--- config.mk ---
export PLATFORM = sky130hd
export DESIGN_NAME = aq_gemac_mii_rx_check
export DESIGN_NICKNAME = d
export VERILOG_FILES = /design/src/rtl/aq_gemac_mii_rx_check.sv
export SDC_FILE = /design/constraint.sdc
export NUM_CORES = 1
export LEC_CHECK = 0
export CAP_MARGIN = 40
export CORE_UTILIZATION = 60
export DETAILED_ROUTE_END_ITERATION = 16
export PLACE_DENSITY_LB_ADDON = 0.15
export SYNTH_ARGS = -nofsm -noshare
export SYNTH_HDL_FRONTEND = slang
export SYNTH_SLANG_ARGS = --single-unit
export TNS_END_PERCENT = 5
--- constraint.sdc ---
create_clock -name EMAC_RX_CLK -period 4.3 [get_ports EMAC_RX_CLK]
set_input_delay 0.86 -clock EMAC_RX_CLK [delete_from_list [all_inputs] [get_ports EMAC_RX_CLK]]
set_output_delay 0.86 -clock EMAC_RX_CLK [all_outputs]
set_load 0.01 [all_outputs]
--- src/rtl/aq_gemac_mii_rx_check.sv ---
// MII receive frame checker: strips preamble/SFD, rebuilds bytes from nibbles,
// and reports CRC, length, odd-nibble and RX_ER status per frame with saturating counters.
module aq_gemac_mii_rx_check #(
  parameter int MIN_LEN = 64,
  parameter int MAX_LEN = 1518
) (
  input  logic        EMAC_RX_CLK,
  input  logic        RESET,
  input  logic [3:0]  EMAC_RXD_I,
  input  logic        EMAC_RX_DV,
  input  logic        EMAC_RX_ER,
  output logic [7:0]  RX_DATA,
  output logic        RX_VALID,
  output logic        RX_SOF,
  output logic        FRAME_DONE,
  output logic        FRAME_OK,
  output logic [15:0] FRAME_LEN,
  output logic [3:0]  ERR_FLAGS,
  output logic [15:0] GOOD_CNT,
  output logic [15:0] BAD_CNT
);

  typedef enum logic [1:0] {
    ST_IDLE     = 2'd0,
    ST_PREAMBLE = 2'd1,
    ST_DATA     = 2'd2,
    ST_DROP     = 2'd3
  } state_t;

  localparam logic [31:0] CRC_INIT    = 32'hFFFF_FFFF;
  localparam logic [31:0] CRC_RESIDUE = 32'hC704_DD7B;

  function automatic logic [31:0] crc32_byte(input logic [31:0] crc, input logic [7:0] data);
    logic [31:0] c;
    c = crc ^ {24'd0, data};
    for (int i = 0; i < 8; i++) begin
      c = c[0] ? ((c >> 1) ^ 32'hEDB8_8320) : (c >> 1);
    end
    return c;
  endfunction

  function automatic logic [31:0] bit_rev32(input logic [31:0] v);
    logic [31:0] r;
    for (int i = 0; i < 32; i++) begin
      r[i] = v[31-i];
    end
    return r;
  endfunction

  function automatic logic [15:0] sat_inc16(input logic [15:0] v);
    return (v == 16'hFFFF) ? v : v + 16'd1;
  endfunction

  state_t      state_q, state_d;
  logic        dv_q, dv_d, er_q, er_d;
  logic [3:0]  rxd_q, rxd_d, low_nib_q, low_nib_d;
  logic [31:0] crc_q, crc_d;
  logic [15:0] byte_cnt_q, byte_cnt_d;
  logic        phase_q, phase_d, er_seen_q, er_seen_d, sof_pend_q, sof_pend_d;
  logic [7:0]  rx_data_q, rx_data_d;
  logic        rx_valid_q, rx_valid_d, rx_sof_q, rx_sof_d;
  logic        frame_done_q, frame_done_d, frame_ok_q, frame_ok_d;
  logic [15:0] frame_len_q, frame_len_d, good_cnt_q, good_cnt_d, bad_cnt_q, bad_cnt_d;
  logic [3:0]  err_flags_q, err_flags_d, flags_s;
  logic [7:0]  byte_s;
  logic        len_bad_s, crc_bad_s;

  always_comb begin
    dv_d         = EMAC_RX_DV;
    er_d         = EMAC_RX_ER;
    rxd_d        = EMAC_RXD_I;
    state_d      = state_q;
    low_nib_d    = low_nib_q;
    crc_d        = crc_q;
    byte_cnt_d   = byte_cnt_q;
    phase_d      = phase_q;
    er_seen_d    = er_seen_q;
    sof_pend_d   = sof_pend_q;
    rx_data_d    = rx_data_q;
    rx_valid_d   = 1'b0;
    rx_sof_d     = 1'b0;
    frame_done_d = 1'b0;
    frame_ok_d   = frame_ok_q;
    frame_len_d  = frame_len_q;
    err_flags_d  = err_flags_q;
    good_cnt_d   = good_cnt_q;
    bad_cnt_d    = bad_cnt_q;
    byte_s       = {rxd_q, low_nib_q};
    len_bad_s    = (byte_cnt_q < 16'(MIN_LEN)) || (byte_cnt_q > 16'(MAX_LEN));
    // The register shifts right (reflected), so the residue is compared bit-reversed.
    crc_bad_s    = (bit_rev32(crc_q) != CRC_RESIDUE);
    flags_s      = {er_seen_q, phase_q, len_bad_s, crc_bad_s};

    case (state_q)
      ST_IDLE: begin
        if (dv_q) begin
          state_d = (rxd_q == 4'h5) ? ST_PREAMBLE : ST_DROP;
        end else begin
          state_d = ST_IDLE;
        end
      end
      ST_PREAMBLE: begin
        if (!dv_q) begin
          state_d = ST_IDLE;
        end else if (rxd_q == 4'h5) begin
          state_d = ST_PREAMBLE;
        end else if (rxd_q == 4'hD) begin
          state_d    = ST_DATA;
          crc_d      = CRC_INIT;
          byte_cnt_d = 16'd0;
          phase_d    = 1'b0;
          er_seen_d  = 1'b0;
          sof_pend_d = 1'b1;
        end else begin
          state_d = ST_DROP;
        end
      end
      ST_DATA: begin
        if (!dv_q) begin
          state_d      = ST_IDLE;
          frame_done_d = 1'b1;
          frame_ok_d   = (flags_s == 4'd0);
          frame_len_d  = byte_cnt_q;
          err_flags_d  = flags_s;
          if (flags_s == 4'd0) begin
            good_cnt_d = sat_inc16(good_cnt_q);
          end else begin
            bad_cnt_d = sat_inc16(bad_cnt_q);
          end
        end else begin
          if (er_q) begin
            er_seen_d = 1'b1;
          end else begin
            er_seen_d = er_seen_q;
          end
          if (!phase_q) begin
            low_nib_d = rxd_q;
            phase_d   = 1'b1;
          end else begin
            rx_data_d  = byte_s;
            rx_valid_d = 1'b1;
            rx_sof_d   = sof_pend_q;
            sof_pend_d = 1'b0;
            crc_d      = crc32_byte(crc_q, byte_s);
            byte_cnt_d = sat_inc16(byte_cnt_q);
            phase_d    = 1'b0;
          end
        end
      end
      ST_DROP: begin
        if (!dv_q) begin
          state_d = ST_IDLE;
        end else begin
          state_d = ST_DROP;
        end
      end
      default: begin
        state_d = ST_IDLE;
      end
    endcase
  end

  always_ff @(posedge EMAC_RX_CLK) begin
    if (RESET) begin
      state_q      <= ST_IDLE;
      dv_q         <= 1'b0;
      er_q         <= 1'b0;
      rxd_q        <= 4'd0;
      low_nib_q    <= 4'd0;
      crc_q        <= CRC_INIT;
      byte_cnt_q   <= 16'd0;
      phase_q      <= 1'b0;
      er_seen_q    <= 1'b0;
      sof_pend_q   <= 1'b0;
      rx_data_q    <= 8'd0;
      rx_valid_q   <= 1'b0;
      rx_sof_q     <= 1'b0;
      frame_done_q <= 1'b0;
      frame_ok_q   <= 1'b0;
      frame_len_q  <= 16'd0;
      err_flags_q  <= 4'd0;
      good_cnt_q   <= 16'd0;
      bad_cnt_q    <= 16'd0;
    end else begin
      state_q      <= state_d;
      dv_q         <= dv_d;
      er_q         <= er_d;
      rxd_q        <= rxd_d;
      low_nib_q    <= low_nib_d;
      crc_q        <= crc_d;
      byte_cnt_q   <= byte_cnt_d;
      phase_q      <= phase_d;
      er_seen_q    <= er_seen_d;
      sof_pend_q   <= sof_pend_d;
      rx_data_q    <= rx_data_d;
      rx_valid_q   <= rx_valid_d;
      rx_sof_q     <= rx_sof_d;
      frame_done_q <= frame_done_d;
      frame_ok_q   <= frame_ok_d;
      frame_len_q  <= frame_len_d;
      err_flags_q  <= err_flags_d;
      good_cnt_q   <= good_cnt_d;
      bad_cnt_q    <= bad_cnt_d;
    end
  end

  assign RX_DATA    = rx_data_q;
  assign RX_VALID   = rx_valid_q;
  assign RX_SOF     = rx_sof_q;
  assign FRAME_DONE = frame_done_q;
  assign FRAME_OK   = frame_ok_q;
  assign FRAME_LEN  = frame_len_q;
  assign ERR_FLAGS  = err_flags_q;
  assign GOOD_CNT   = good_cnt_q;
  assign BAD_CNT    = bad_cnt_q;

endmodule

==> results of run 1 <==
power by group:
| part | internal, uW | switching (uW) | total, uW |
|---|---|---|---|
| clock | 855 | 479 | 1330 |
| sequential | 1200 | 26.6 | 1230 |
| combinational | 126 | 154 | 280 |
metrics by stage:
stage | cell area (sq um) | util [%] | cells
6_report | 7150 | 77.0 | 886
5_1_grt | 7150 | 77.0 | 886
4_1_cts | 7150 | 77.0 | 886
3_5_place_dp | 6600 | 71.1 | 857
3_3_place_gp | 6580 | 70.9 | 856
2_1_floorplan | 5790 | - | 682
worst min path at each step:
| stage | endpoint | slack (ns) | cells after the start |
|---|---|---|---|
| 6_report | FRAME_LEN[9] | 0.46 | 2 |
| 5_1_grt | FRAME_LEN[6] | 0.47 | 2 |
| 4_1_cts | FRAME_LEN[11] | 0.46 | 2 |
| 3_5_place_dp | RX_DATA[1] | 0.45 | 2 |
| 3_3_place_gp | FRAME_LEN[11] | 0.44 | 2 |
| 2_1_floorplan | RX_SOF | 0.43 | 1 |
placed cells by master, fill, tap and decap left out, types with 5 or more instances in the layout:
master           count
dfxtp_1            127
nand2_1             82
o21ai_0             13
nor4_1               9
nor3_1              12
nand4_1             15
o22ai_1              6
xor2_1              27
and3_1               7
or3_1                9
clkbuf_16           16
clkdlybuf4s50_1     70
mux2_2               5
nand3_1             26
xnor2_1             60
a21oi_1             77
nor2b_1             12
inv_1               12
nand4b_1             5
nor2_1              80
buf_4                6
mux2i_1              6
nand2b_1            13
tightest hold or removal path, delay by kind of cell, from the launching register on:
family,cells,cell delay [ns]
compound gates,1,0.05
flops,1,0.31
simple gates,1,0.05
registers in the layout, indices dropped and copies added (netlist names), 2 cells and up:
signal	flops
GOOD_CNT	16
FRAME_LEN	16
ERR_FLAGS	4
crc_q	32
RX_DATA	8
rxd_q	4
state_q	2
low_nib_q	4
byte_cnt_q	16
BAD_CNT	16
cells in the mapped netlist, types with 2 or more instances:
cell type / number / area share [%]
a31oi_1: 2 / 0.22
nor2_1: 81 / 5.2
inv_1: 12 / 0.78
xnor2_1: 60 / 9.1
dfxtp_1: 127 / 44
nand2_1: 82 / 5.3
or3_1: 9 / 0.97
o22ai_1: 6 / 0.65
clkbuf_1: 27 / 1.7
nor2b_1: 12 / 1.3
nand4b_1: 5 / 0.76
nand2b_1: 13 / 1.4
mux2_2: 5 / 0.97
nor4_1: 9 / 0.97
and3_1: 7 / 0.76
and2_1: 4 / 0.43
nor3_1: 12 / 1.0
buf_2: 4 / 0.35
nand3_1: 26 / 2.2
mux2i_1: 6 / 1.0
and4_1: 3 / 0.45
a31o_2: 3 / 0.45
a211o_1: 2 / 0.30
xor2_1: 27 / 4.1
or4_1: 4 / 0.52
a21oi_1: 77 / 6.7
o21ai_0: 13 / 1.1
a2111oi_0: 2 / 0.30
nand4_1: 15 / 1.6
a32oi_1: 2 / 0.30
o41ai_1: 2 / 0.30
ha_1: 3 / 0.65
nor3b_1: 3 / 0.39
final cells by class:
class | count | area (sq um) | area share, %
clock buffer | 22 | 463 | 6.48
clock inverter | 7 | 87.6 | 1.23
inverter | 12 | 45.0 | 0.630
multi-input combinational | 511 | 3080 | 43.1
sequential | 127 | 2540 | 35.6
tap | 129 | 161 | 2.26
timing repair buffer | 78 | 766 | 10.7
metal layers:
layer | wire length (microns) | track usage, % | share of wire, %
met5 | 0 | 0 | 0
met2 | 6630 | 48.8 | 48
met3 | 700 | 6.96 | 5.1
met4 | 255 | 10.4 | 1.8
met1 | 6200 | 37.0 | 45
logic make-up (layout without fill, tap and decap cells):
family,count (synthesis),after routing,synth area share [%]
AND/OR/NAND/NOR,294,294,25.6
flip-flops,127,127,43.9
AO/OA/AOI/OAI,114,114,11.1
XOR/XNOR,89,89,13.8
buffers and inverters,44,119,2.94
multiplexers,11,11,2.01
adder cells (fa/ha/maj),3,3,0.648
==> flow_metrics.env, run 1 <==
export IMPL_die_y_microns=100
export IMPL_cp_num_cells=6
export IMPL_cts_tree="done"
export IMPL_ys_flop_type="dfxtp_1"
export IMPL_clock_root_buffer="clkbuf_8"
export IMPL_postRouteAntennaNets=0
export IMPL_holdCritStartpoint="FRAME_LEN[9]"
export IMPL_worstSetupPathType="register to register"
export IMPL_antenna_diode_count=0
export IMPL_layout_setup_ws_ns=1.34
export IMPL_holdWs_ns=0.457
export IMPL_synth_cells=682
export IMPL_finClkSkew_ns=0.0144
export IMPL_grt_usage_pct=29.3
export IMPL_fin_crit_sh_pct=68.7
export IMPL_crit_top_cell="nand2_1"
export IMPL_tightest_slew_ns=0.860
export IMPL_critPathBufInv=0
export IMPL_arrival_ns=3.40
export IMPL_grt_pass1_wl_microns=23300
export IMPL_critPathCapture="byte_cnt_q[3]"
export IMPL_critPathLaunchType="register"
export IMPL_die_w_microns=100
export IMPL_grt_start_max_net_pins=51
export IMPL_relSlewSlack_pct=42.2
export IMPL_drcViolationCount=0
export IMPL_grt_overflow=0
export IMPL_synth_edf_count=0
export IMPL_power_uw=2840
export IMPL_clk_path_buf_depth=2
export IMPL_core_area_sq_um=9280
export IMPL_numCtsBuffers=17
export IMPL_wl_per_cell_microns=15.6
export IMPL_wirelength_microns=13800
export IMPL_worstPathRequired_ns=4.75
export IMPL_async_flop_share_pct=0
export IMPL_globalplace_congestion=0.895
export IMPL_fmax_ghz=0.338
export IMPL_cpMaxStageDelayCell="and2_0"
export IMPL_drt_iter0_drc=214
export IMPL_ys_seq_area_share_pct=43.9
export IMPL_fin_crit_ns=2.96
export IMPL_dp_hpwl_microns=9490
export IMPL_setup_violations=0
export IMPL_numPortBuffers=71
export IMPL_slowest_delay_ns=0.72
export IMPL_fin_setup_tns_ns=0
export IMPL_maxSlewViolCount=0
export IMPL_ctsHtreeMaxLevel=4
export IMPL_hold_path_class="register to register"
export IMPL_ys_types=50
export IMPL_grt_antenna_before_repair=0
export IMPL_path_delay_family="simple AND/OR/NAND/NOR gates"
export IMPL_cts_hold_buf=0
export IMPL_reg2reg_to="byte_cnt_q[3]"
export IMPL_rsz0062_at_grt="no"
export IMPL_dp_slack_ns=1.41
export IMPL_grt_pass1_vias=4847
export IMPL_num_rows=35
export IMPL_detail_route_first_pass_iterations=5
export IMPL_num_io_pins=72
export IMPL_drive_gt1_share_pct=6.87
export IMPL_drv_cap=0
export IMPL_powerDensity_nw_per_um2=398
export IMPL_ir_drop_mv=0.267
export IMPL_hold_viol=0
export IMPL_start_util_pct=62.4
export IMPL_synth_warnings=0
export IMPL_area_delta_synth_final_pct=23.4
export IMPL_r2r_start="rxd_q[0]"
export IMPL_p_leak_uw=0.00243
export IMPL_syn_area_sq_um=5790
export IMPL_clk_latency_ns=0.52
export IMPL_postCtsSetupBuffers=0
export IMPL_reg2reg_depth=6
export IMPL_cts_resized=0
export IMPL_crit_chain="nand2_1 -> o41ai_1 -> and2_0 -> nand2_1 -> or4b_1 -> a21oi_1"
export IMPL_cts_sinks=127
export IMPL_crit_path_end_kind="register"
export IMPL_status="finished, final reports clean"
export IMPL_routed_via_density=5.61
export IMPL_clk_pin_slew_worst_paths_ns=0.06
export IMPL_fillCellCount=685
export IMPL_syn_nets=693
export IMPL_avgSynthCellArea_sq_um=8.50
export IMPL_reg2reg_slack_ns=1.34
export IMPL_ys_ff_latch=127
export IMPL_finalNetCount=758
export IMPL_critPathMaxFanout=15
export IMPL_vias=4970
export IMPL_fp_dieArea_sq_um=10100
export IMPL_crit_start="rxd_q[0]"
Power figures use the tool's default switching activity.
==> run 2, diff against run 1 <==
Settings changed: CORE_UTILIZATION 60 to 50.
Clock period 4.3 ns to 2.7 ns, I/O delays scaled along.
==> run 2 against run 1 <==
Net effect: power is 62% higher; via count is 2.1% higher; critical path depth stayed put; sequential share of layout area is 0.61 points lower; combinational power is 69% higher; fmax is 18% higher; die area is 20% higher; sequential cell count stayed put; sequential power is 59% higher; worst hold slack worse by 0.0045 ns; critical endpoint is now GOOD_CNT[11]; largest cell class unchanged; largest power group unchanged.
==> flow_metrics.env, run 2 (synthesis gave the netlist of run 1 again) <==
export IMPL_critPathLaunchType="register"
export IMPL_critPathMaxFanout=10
export IMPL_die_w_microns=110
export IMPL_fmax_ghz=0.398
export IMPL_reg2reg_slack_ns=0.19
export IMPL_hold_end="FRAME_LEN[8]"
export IMPL_post_place_cells=880
export IMPL_p_switching_uw=1110
export IMPL_grt_usage_pct=24.6
export IMPL_dp_hpwl_microns=9740
export IMPL_p_leak_uw=0.00250
export IMPL_area_delta_synth_final_pct=25.5
export IMPL_r2r_start="crc_q[29]"
export IMPL_switching_share_pct=24.0
export IMPL_finalNetCount=770
export IMPL_grt_start_max_net_pins=61
export IMPL_hold_path_class="register to register"
export IMPL_ctsHtreeMaxLevel=4
export IMPL_fp_dieArea_sq_um=12000
export IMPL_relSlewSlack_pct=45.9
export IMPL_arrival_ns=2.85
export IMPL_clk_path_buf_depth=2
export IMPL_largest_reg_flops=32
export IMPL_wl_per_cell_microns=15.4
export IMPL_internal_power_uw=3500
export IMPL_tightest_slew_ns=0.805
export IMPL_p_seq_share_pct=42.4
export IMPL_num_rows=38
export IMPL_grt_overflow=0
export IMPL_wirelength_microns=14100
export IMPL_postCtsSetupBuffers=0
export IMPL_antenna_diode_count=0
export IMPL_cts_hold_buf=0
export IMPL_drv_cap=0
export IMPL_crit_start="crc_q[29]"
export IMPL_worstSetupPathType="register to register"
export IMPL_powerDensity_nw_per_um2=633
export IMPL_numCtsBuffers=17
export IMPL_ir_drop_mv=0.609
export IMPL_hold_viol=0
export IMPL_num_io_pins=72
export IMPL_grt_pass1_vias=4776
export IMPL_fin_crit_ns=2.51
export IMPL_maxSlewViolCount=0
export IMPL_hold_depth=2
export IMPL_mostFrequentLayoutCells="dfxtp_1, nand2_1, nor2_1"
export IMPL_reg2reg_depth=6
export IMPL_cts_tree="done"
export IMPL_die_y_microns=110
export IMPL_clock_root_buffer="clkbuf_16"
export IMPL_postRouteAntennaNets=0
export IMPL_fillCellCount=932
export IMPL_pwr_share_comb_pct=10.3
export IMPL_holdCritStartpoint="FRAME_LEN[8]"
export IMPL_setup_violations=0
export IMPL_fin_crit_sh_pct=93.0
export IMPL_drive_gt1_share_pct=8.68
export IMPL_rsz0062_at_grt="no"
export IMPL_finalNonFillerCells=912
export IMPL_core_area_sq_um=11100
export IMPL_finClkSkew_ns=0.00563
export IMPL_grt_pass1_wl_microns=23000
export IMPL_routed_via_density=5.56
export IMPL_reg2reg_to="GOOD_CNT[11]"
export IMPL_numPortBuffers=71
export IMPL_clk_latency_ns=0.41
export IMPL_detail_route_first_pass_iterations=5
export IMPL_status="finished, final reports clean"
export IMPL_cts_resized=0
export IMPL_vias=5073
export IMPL_drcViolationCount=0
export IMPL_start_util_pct=52.3
export IMPL_worstPathRequired_ns=3.04
export IMPL_final_common_cell="dfxtp_1"
export IMPL_clkPwrFrac_pct=47.3
export IMPL_largest_register="crc_q"
export IMPL_crit_path_end_kind="register"
export IMPL_fin_setup_tns_ns=0
export IMPL_grt_antenna_before_repair=0
export IMPL_clk_pin_slew_worst_paths_ns=0.06
export IMPL_cts_sinks=127
export IMPL_drt_iter0_drc=315
export IMPL_globalplace_congestion=0.892
run 2: layer usage:
layer,vias to the layer above,part of all wire (%),track usage [%]
li1,2497,-,-
met1,2416,46,32.7
met2,145,47,39.8
met3,15,5.3,4.98
met4,0,1.4,8.19
met5,-,0,0
run 2: per-stage QoR:
step	hold WS [ns]	power [uW]	area [sq um]	setup slack [ns]	util, %
2_1_floorplan	0.430	2340	5790	0.462	-
3_3_place_gp	0.445	2450	6700	0.301	60.5
3_5_place_dp	0.446	2460	6710	0.215	60.5
4_1_cts	0.454	4630	7270	0.198	65.7
5_1_grt	0.479	4750	7270	0.00718	65.7
6_report	0.453	4600	7270	0.188	65.7
run 2: how the worst max path moves through the flow:
| stage | end | depth (start not counted) | slack [ns] |
|---|---|---|---|
| finish | GOOD_CNT[11] | 6 | 0.19 |
| floorplan | BAD_CNT[9] | 7 | 0.46 |
| global route | GOOD_CNT[13] | 6 | 0.007 |
| CTS | GOOD_CNT[11] | 6 | 0.20 |
| global placement | GOOD_CNT[15] | 6 | 0.30 |
| detailed placement | GOOD_CNT[11] | 6 | 0.21 |
run 2: power groups by stage:
stage	Clock, uW	Combinational [uW]	Sequential, uW
after CTS	2210	472	1950
after floorplan	0	360	1980
final	2180	474	1950
after detailed placement	0	464	1990
after global placement	0	462	1990
after global routing	2280	513	1960
run 2: final cells by class:
type / count / area (sq um) / area share (%)
clock buffer: 20 / 447 / 6.14
clock inverter: 12 / 119 / 1.63
inverter: 12 / 45.0 / 0.619
multi-input combinational: 511 / 3080 / 42.4
sequential: 127 / 2540 / 35.0
tap: 140 / 175 / 2.41
timing repair buffer: 90 / 861 / 11.8
run 2: worst max-delay path, stage by stage (launching register included):
cell	delay [ns]
dfxtp_1	0.32
nand4b_1	0.20
or4_4	0.58
nor3b_4	0.42
nand4_1	0.36
or3_1	0.41
a21oi_1	0.15
==> run 3, diff against run 2 <==
Settings changed: CTS_CLUSTER_DIAMETER from default to 100, MAX_ROUTING_LAYER from default to met4.
==> run 3 against run 2 <==
Net effect: first-iteration DRC count is 8.9% lower; clock skew hardly changed; sequential cell count unchanged; count of clock-buffer cells in the layout grew 7; sequential power is essentially flat; utilization grew 0.59 points; routed wire length fell by 1.3%; register-to-register slack about the same; critical endpoint is now GOOD_CNT[7].
==> flow_metrics.env, run 3 (synthesis gave the netlist of run 1 again) <==
export IMPL_numPortBuffers=71
export IMPL_drt_iter0_drc=287
export IMPL_arrival_ns=2.87
export IMPL_final_common_cell="dfxtp_1"
export IMPL_finClkSkew_ns=0.00595
export IMPL_dp_hpwl_microns=9870
export IMPL_relSlewSlack_pct=43.7
export IMPL_holdWs_ns=0.451
export IMPL_fin_crit_ns=2.52
export IMPL_stdcell_area_sq_um=7340
export IMPL_cts_tree="done"
export IMPL_path_delay_family="simple AND/OR/NAND/NOR gates"
export IMPL_grt_pass1_wl_microns=23000
export IMPL_fin_crit_sh_pct=93.4
export IMPL_grt_usage_pct=25.7
export IMPL_p_leak_uw=0.00253
export IMPL_largest_register="crc_q"
export IMPL_grt_pass1_vias=4780
export IMPL_postRouteAntennaNets=0
export IMPL_num_rows=38
export IMPL_tightest_slew_ns=0.839
export IMPL_postCtsSetupBuffers=0
export IMPL_hold_path_class="register to register"
export IMPL_routed_via_density=5.51
export IMPL_core_area_sq_um=11100
export IMPL_reg2reg_slack_ns=0.18
export IMPL_maxSlewViolCount=0
export IMPL_worstPathRequired_ns=3.05
export IMPL_drive_gt1_share_pct=8.40
export IMPL_grt_antenna_before_repair=0
export IMPL_largest_reg_flops=32
export IMPL_critPathBufInv=0
export IMPL_detail_route_first_pass_iterations=5
export IMPL_clk_latency_ns=0.41
export IMPL_clk_path_buf_depth=2
export IMPL_postPlaceCellArea_sq_um=6710
export IMPL_wirelength_microns=13900
export IMPL_drcViolationCount=0
export IMPL_fin_util_pct=66.2
export IMPL_ctsHtreeMaxLevel=4
export IMPL_die_w_microns=110
export IMPL_slowest_delay_ns=0.58
export IMPL_critPathLaunchType="register"
export IMPL_finalNetCount=772
export IMPL_rsz0062_at_grt="no"
export IMPL_num_io_pins=72
export IMPL_ir_drop_mv=0.845
export IMPL_die_y_microns=110
export IMPL_grt_overflow=0
export IMPL_critPathMaxFanout=10
export IMPL_crit_path_end_kind="register"
export IMPL_fin_setup_tns_ns=0
export IMPL_clock_root_buffer="clkbuf_16"
export IMPL_crit_chain="nand4b_1 -> or4_4 -> nor3b_4 -> nand4_1 -> or3_1 -> a21oi_1"
export IMPL_cpMaxStageDelayCell="or4_4"
export IMPL_hold_viol=0
export IMPL_numCtsBuffers=17
export IMPL_cts_resized=0
export IMPL_wl_per_cell_microns=15.2
export IMPL_vias=5040
export IMPL_clk_pin_slew_worst_paths_ns=0.05
export IMPL_start_util_pct=52.3
export IMPL_grt_start_max_net_pins=35
export IMPL_mostFrequentLayoutCells="dfxtp_1, nand2_1, nor2_1"
export IMPL_area_delta_synth_final_pct=26.6
export IMPL_drv_cap=0
export IMPL_globalplace_congestion=0.886
export IMPL_cts_hold_buf=0
export IMPL_powerDensity_nw_per_um2=661
export IMPL_setup_violations=0
export IMPL_worstSetupPathType="register to register"
export IMPL_status="finished, final reports clean"
export IMPL_fmax_ghz=0.396
export IMPL_fp_dieArea_sq_um=12000
export IMPL_antenna_diode_count=0
export IMPL_cts_sinks=127
run 3: cell count changes in the layout (fill, tap and decap cells not counted):
| cell | delta |
|---|---|
| buf_12 | -1 |
| buf_4 | +3 |
| bufinv_16 | +2 |
| clkbuf_1 | +4 |
| clkbuf_8 | +3 |
| clkinv_2 | -6 |
| clkinv_4 | -1 |
| clkinvlp_4 | -2 |
run 3: report_power, final:
group          internal (uW)  switching, uW  leakage [uW]  total [uW]
Clock                   1640            786      0.000306        2430
Combinational            215            254       0.00120         469
Sequential              1910           39.4       0.00103        1950
Total                   3770           1080       0.00253        4850
run 3: final timing paths:
kind              startpoint          end  depth (start not counted)
hold / removal    sof_pend_q   sof_pend_q                          2
hold reg to reg   sof_pend_q   sof_pend_q                          2
setup reg to reg   crc_q[29]  GOOD_CNT[7]                          6
setup / recovery   crc_q[29]  GOOD_CNT[7]                          6
run 3: routing by layer:
metal	routed length [microns]	share of wire [%]	global-route usage, %	vias up
met5	0	0	-	-
met4	163	1.2	8.76	0
met3	685	4.9	6.58	20
met2	6720	48	40.8	120
met1	6350	46	31.7	2401
li1	-	-	-	2499
run 3: layout make-up:
class                           count  area (sq um)
Clock buffer                       27           503
Multi-Input combinational cell    511          3080
Sequential cell                   127          2540
Inverter                           12          45.0
Clock inverter                      5           125
Timing Repair Buffer               92           863
Tap cell                          140           175
Fill cell                         917          3740
run 3: metrics by stage:
step                total power [uW]  cells  setup slack [ns]
finish                          4850    914             0.178
global route                    5010    914            0.0151
CTS                             4870    914             0.185
detailed placement              2460    882             0.194
global placement                2460    882             0.292
floorplan                       2340    682             0.462
run 3: worst min-delay path, delay by kind of cell, from the launching register on:
family / cells / cell delay [ns]
simple gates: 1 / 0.05
flops: 1 / 0.30
compound gates: 1 / 0.05
